**src/rtl/apb_arb_master.sv**
```systemverilog
// Two-requester APB3 master: round-robin arbitration between two request ports,
// one SETUP/ACCESS transfer at a time, with a wait-state watchdog abort.
module apb_arb_master #(
    parameter int AW      = 32,
    parameter int DW      = 32,
    parameter int TIMEOUT = 16
) (
    input  logic          PCLK,
    input  logic          PRESETn,
    input  logic          req0_valid,
    input  logic          req0_write,
    input  logic [AW-1:0] req0_addr,
    input  logic [DW-1:0] req0_wdata,
    output logic          req0_done,
    output logic [DW-1:0] req0_rdata,
    output logic          req0_err,
    input  logic          req1_valid,
    input  logic          req1_write,
    input  logic [AW-1:0] req1_addr,
    input  logic [DW-1:0] req1_wdata,
    output logic          req1_done,
    output logic [DW-1:0] req1_rdata,
    output logic          req1_err,
    output logic          PSEL,
    output logic          PENABLE,
    output logic          PWRITE,
    output logic [AW-1:0] PADDR,
    output logic [DW-1:0] PWDATA,
    input  logic [DW-1:0] PRDATA,
    input  logic          PREADY,
    input  logic          PSLVERR
);

    typedef enum logic [1:0] {
        IDLE,
        SETUP,
        ACCESS
    } state_t;

    localparam int CW = (TIMEOUT > 1) ? $clog2(TIMEOUT + 1) : 1;
    localparam logic [CW-1:0] LAST_WAIT = (TIMEOUT > 0) ? CW'(TIMEOUT - 1) : '0;

    state_t          r_state;
    logic            r_owner;
    logic            r_ptr;
    logic [CW-1:0]   r_waitCnt;

    state_t          w_nextState;
    logic            w_owner;
    logic            w_ptr;
    logic [CW-1:0]   w_waitCnt;
    logic            w_elig0;
    logic            w_elig1;
    logic            w_grant;
    logic            w_finish;
    logic            w_finErr;
    logic [DW-1:0]   w_finData;
    logic            w_psel;
    logic            w_penable;
    logic            w_pwrite;
    logic [AW-1:0]   w_paddr;
    logic [DW-1:0]   w_pwdata;
    logic            w_done0;
    logic            w_done1;
    logic            w_err0;
    logic            w_err1;
    logic [DW-1:0]   w_rdata0;
    logic [DW-1:0]   w_rdata1;

    // A requester whose done pulse is showing this cycle is not re-granted,
    // which hands the bus to the other side and enforces the 3-cycle spacing.
    assign w_elig0 = req0_valid & ~req0_done;
    assign w_elig1 = req1_valid & ~req1_done;

    always_comb begin
        w_nextState = r_state;
        w_owner     = r_owner;
        w_ptr       = r_ptr;
        w_waitCnt   = r_waitCnt;
        w_grant     = 1'b0;
        w_finish    = 1'b0;
        w_finErr    = 1'b0;
        w_finData   = '0;
        w_psel      = PSEL;
        w_penable   = PENABLE;
        w_pwrite    = PWRITE;
        w_paddr     = PADDR;
        w_pwdata    = PWDATA;
        w_done0     = 1'b0;
        w_done1     = 1'b0;
        w_err0      = 1'b0;
        w_err1      = 1'b0;
        w_rdata0    = '0;
        w_rdata1    = '0;

        case (r_state)
            IDLE: begin
                if (w_elig0 | w_elig1) begin
                    w_grant     = (w_elig0 & w_elig1) ? r_ptr : w_elig1;
                    w_owner     = w_grant;
                    w_pwrite    = w_grant ? req1_write : req0_write;
                    w_paddr     = w_grant ? req1_addr  : req0_addr;
                    w_pwdata    = w_grant ? req1_wdata : req0_wdata;
                    w_psel      = 1'b1;
                    w_penable   = 1'b0;
                    w_waitCnt   = '0;
                    w_nextState = SETUP;
                end
            end
            SETUP: begin
                w_penable   = 1'b1;
                w_nextState = ACCESS;
            end
            ACCESS: begin
                if (PREADY) begin
                    w_finish  = 1'b1;
                    w_finErr  = PSLVERR;
                    w_finData = PWRITE ? '0 : PRDATA;
                end else if ((TIMEOUT != 0) && (r_waitCnt == LAST_WAIT)) begin
                    w_finish  = 1'b1;
                    w_finErr  = 1'b1;
                    w_finData = '0;
                end else begin
                    w_waitCnt = r_waitCnt + CW'(1);
                end
            end
            default: begin
                w_nextState = IDLE;
            end
        endcase

        // Completion (normal or watchdog) releases the bus and flips priority.
        if (w_finish) begin
            w_psel      = 1'b0;
            w_penable   = 1'b0;
            w_ptr       = ~r_owner;
            w_nextState = IDLE;
            w_done0     = ~r_owner;
            w_done1     = r_owner;
            w_err0      = ~r_owner & w_finErr;
            w_err1      = r_owner & w_finErr;
            w_rdata0    = r_owner ? '0 : w_finData;
            w_rdata1    = r_owner ? w_finData : '0;
        end
    end

    always_ff @(posedge PCLK or negedge PRESETn) begin
        if (!PRESETn) begin
            r_state    <= IDLE;
            r_owner    <= 1'b0;
            r_ptr      <= 1'b0;
            r_waitCnt  <= '0;
            PSEL       <= 1'b0;
            PENABLE    <= 1'b0;
            PWRITE     <= 1'b0;
            PADDR      <= '0;
            PWDATA     <= '0;
            req0_done  <= 1'b0;
            req0_err   <= 1'b0;
            req0_rdata <= '0;
            req1_done  <= 1'b0;
            req1_err   <= 1'b0;
            req1_rdata <= '0;
        end else begin
            r_state    <= w_nextState;
            r_owner    <= w_owner;
            r_ptr      <= w_ptr;
            r_waitCnt  <= w_waitCnt;
            PSEL       <= w_psel;
            PENABLE    <= w_penable;
            PWRITE     <= w_pwrite;
            PADDR      <= w_paddr;
            PWDATA     <= w_pwdata;
            req0_done  <= w_done0;
            req0_err   <= w_err0;
            req0_rdata <= w_rdata0;
            req1_done  <= w_done1;
            req1_err   <= w_err1;
            req1_rdata <= w_rdata1;
        end
    end

endmodule

```
**config.mk**
```make
export PLATFORM = sky130hd
export DESIGN_NAME = apb_arb_master
export DESIGN_NICKNAME = d
export VERILOG_FILES = /design/src/rtl/apb_arb_master.sv
export SDC_FILE = /design/constraint.sdc
export NUM_CORES = 1
export LEC_CHECK = 0
export CAP_MARGIN = 0
export CORE_MARGIN = 1.5
export CORE_UTILIZATION = 42
export CTS_CLUSTER_DIAMETER = 60
export DETAILED_ROUTE_END_ITERATION = 10
export GPL_TIMING_DRIVEN = 0
export PLACE_DENSITY = 0.93
export SYNTH_ARGS = -nofsm -noshare
export SYNTH_HDL_FRONTEND = slang
export SYNTH_SLANG_ARGS = --single-unit
```
**constraint.sdc**
```tcl
create_clock -name PCLK -period 5.9 [get_ports PCLK]
set_input_delay 0.885 -clock PCLK [delete_from_list [all_inputs] [get_ports PCLK]]
set_output_delay 0.885 -clock PCLK [all_outputs]
set_load 0.01 [all_outputs]
```
==> metrics.md <==
| Metric | Value |
|---|---|
| Outcome | complete, no violations |
| Register share of total power | about a third |
| DRT Wirelength | 19300 um |
| Placed Instance Area | between 0.008 and 0.009 mm2 |
| Fin util | approximately 72% |
| Final clock skew | 0.00669 ns |
| Post-CTS resize count | 0 |
| CTS sink count | 144 |
| Via count | 5492 |
| Largest stage delay, worst path | 0.45 ns |
| Post-Place Cells | 1067 |
| Post-synthesis sequential area ratio | 64.1% |
| Post-CTS Setup Inserts | 0 |
| WP data arrival | roughly 2.7 ns |
| Final min period | 2.37 ns |
| GRT Residual Overflow | 0 |
| Area of the multi-input gates | approximately 0.0018 mm2 |
| # DRC | 0 |
| # rows | 42 |
| Worst-path maximum fanout | 10 |
| Die Wd | 119 um |
| Pins Over Slew Limit | 0 |
| CTS tree | built |
| Internal power | roughly 2800 uW |
| Mapped cell area | 0.00562 mm2 |
| Max clock buf depth | 2 |
| Initial antenna violation count | 1 |
| Worst Path Buf+Inv | 2 |
| PortBufs | 302 |
| Syn avg cell area | 9.55 um2 |
| H-tree depth | 4 |
| Logic pwr share | ~40% |
| Period utilization | 40.2% |
| CP startpoint kind | primary input |
| Lkg Pwr | a little over 0.004 uW |
| Setup TNS | 0 ns |
| FF+latch count, synth | 144 |
| Switching Share | 34.5% |
| Core Footprint | 0.0131 mm2 |
| Num CTS Buffers | 17 |
| Fmax | 421 MHz |
| Slowest-stage cell, CP | buf_1 |
| Vias per std cell | 4.99 |
| Hold Fails Final Rpt | 0 |
| Syn Inst Count | 588 |
| Initial DRC Count | 348 |
| Number of max-cap violations | 0 |
| Clock Pin Slew Worst Setup and Hold Paths | roughly 0.060 ns |
| Fillcell total | 903 |
| Synth warnings | 0 |
| First-pass GRT wire length | slightly above 30000 um |
| Final Wtd Congestion | 0.840 |
| Non-filler cells, final | 1100 |
| Worst min path class | primary input to asynchronous set/reset pin |
| Clock power frac | 26.9% |
| Starting Density | 42.8% |
| Vias in the first global route | roughly 6000 |
| Req. time, crit path | around 6.2 ns |
| CP Class | primary input to flop |
| Area delta synth->final | 69.4% |
| Setup violations, final | 0 |
| DRT Pass-1 Iters | 5 |
| Dpl hpwl | 14200 um |
| Top Ports | 303 |
| Nets | 1080 |
| Slew @ Worst Pin | around 0.63 ns |
| Cell mode on critical path | a21oi_1 |
| Cell Pwr Density | 441 mW/mm2 |
| CP Cell Sequence | clkdlybuf4s50_1 -> and2b_1 -> o21ai_4 -> buf_1 -> a21oi_1 -> a21oi_1 |
| Die Span Y | 119 um |
| Routed Antenna Nets | 0 |
| Hold Buf Count CTS | 0 |
| Clk Latency, worst-skew pair | 0.41 ns |
| Largest delay share family, worst path | buffers and inverters |
| Synth Net Count | 758 |
| Share of layout cells above drive strength 1 | under 10% |
| Sw power | between 1000 and 1500 uW |
| CP Capture Type | flop |
| Flip-flop and latch area | 0.00360 mm2 |
| Routed WL per cell | around 18 um |
| GRT Overall Usage | about 28% |
| Worst slew margin | 58.3% |
| Largest net degree at the start of global routing | 81 |
| Die Area | 0.0141 mm2 |
| Cell variety after synth | 29 |
| Root Driver | clkbuf_16 |
| Design Area, Final | 0.00952 mm2 |
| Max IR drop VDD | 0.223 mV |
| RSZ-0062 raised after global routing | false |
[cell usage in the layout, fill, tap and decap left out, drive strengths merged, types with 2 or more instances in the layout]
| cell type | instances |
|---|---|
| ha | 2 |
| nor2 | 136 |
| dfrtp | 144 |
| nand2 | 104 |
| buf | 31 |
| o21ai | 6 |
| bufinv | 3 |
| nand3 | 5 |
| clkbuf | 28 |
| nor2b | 2 |
| clkdlybuf4s50 | 301 |
| a21oi | 134 |
| inv | 11 |
| clkinvlp | 2 |
| clkinv | 2 |
[cell usage after synthesis (all sizes together)]
library cell / n / area share [%]
dfrtp: 144 / 64
or3b: 1 / 0.16
o21ai: 6 / 0.73
and3: 1 / 0.11
and2: 1 / 0.16
nor2b: 2 / 0.22
a21oi: 134 / 12
inv: 5 / 0.33
nand2: 104 / 6.9
and2b: 1 / 0.13
ha: 2 / 0.45
buf: 29 / 3.2
a22o: 1 / 0.16
or3: 1 / 0.11
nor2: 136 / 9.1
nand2b: 1 / 0.11
a31oi: 1 / 0.11
nor3: 1 / 0.089
nor3b: 1 / 0.22
clkbuf: 9 / 0.60
nand3: 5 / 0.45
o21a: 1 / 0.13
a41oi: 1 / 0.16
[state kept, by name (all words and copies together), names as in the netlist]
register	cells
PADDR	32
PWDATA	32
req0_rdata	32
req1_rdata	32
r_waitCnt	5
r_state	2
PENABLE	1
PSEL	1
PWRITE	1
r_owner	1
r_ptr	1
req0_done	1
req0_err	1
req1_done	1
req1_err	1
[path summary, 6_finish.rpt]
check / startpoint / to / slack (ns) / cells past startpoint
worst max-delay path: req1_valid / PWDATA[26] / 3.53 / 6
worst min-delay path: PRESETn / PWDATA[19] / 0.46 / 1
worst max register to register: r_waitCnt[0] / req1_rdata[18] / 3.58 / 8
worst min register to register: r_ptr / r_ptr / 0.50 / 2
max in group asynchronous: PRESETn / req0_rdata[8] / 4.64 / 2
min in group PCLK: r_ptr / r_ptr / 0.50 / 2
[cell type report]
| class | instances | share of cell area, % |
|---|---|---|
| Multi-Input combinational cell | 401 | 18.7 |
| Tap cell | 176 | 2.31 |
| Antenna cell | 1 | 0.0263 |
| Sequential cell | 144 | 37.9 |
| Clock buffer | 19 | 4.76 |
| Timing Repair Buffer | 303 | 32.1 |
| Clock inverter | 13 | 1.83 |
| Inverter | 5 | 0.197 |
| Buffer | 38 | 2.23 |
[power by group through the flow]
stage | Clock [uW] | Sequential (uW) | Combinational, uW
after floorplan | 0 | 1520 | 678
final | 1130 | 1410 | 1660
after CTS | 1150 | 1410 | 1660
after global placement | 0 | 1410 | 1610
after detailed placement | 0 | 1420 | 1650
after global routing | 1180 | 1440 | 1820
[cell families (layout without fill, tap and decap cells)]
kind of cell | Yosys count | after routing | share of synthesized area [%]
AOI/OAI and AO/OA | 144 | 144 | 13.5
buffers and inverters | 43 | 378 | 4.12
and+or+nand+nor | 255 | 255 | 17.8
DFF | 144 | 144 | 64.1
other | 0 | 1 | 0
adders and majority gates | 2 | 2 | 0.445
[per-stage QoR]
step                setup slack [ns]  total power, uW  hold WS [ns]
floorplan                       3.92             2200         0.444
CTS                             3.57             4220         0.473
global route                    3.39             4440         0.513
global placement               -1.74             3010         0.470
finish                          3.53             4200         0.463
detailed placement              3.19             3070         0.484
[layer usage]
metal	part of all wire, %	up-vias	wire length, um	global-route usage, %
li1	-	2563	-	-
met1	37	2638	7090	31.1
met2	52	248	9980	49.9
met3	8.4	43	1630	9.07
met4	3.2	0	615	12.7
met5	0	-	0	0
[worst reg2reg max path: stages, from the launching register on]
cell      delay, ns
dfrtp_1        0.42
ha_1           0.25
and3_1         0.20
ha_1           0.19
nor2_1         0.26
nor2_1         0.11
nand2_1        0.24
clkbuf_1       0.43
nor2_1         0.10
Note: power is estimated with default switching activity, not from simulation.
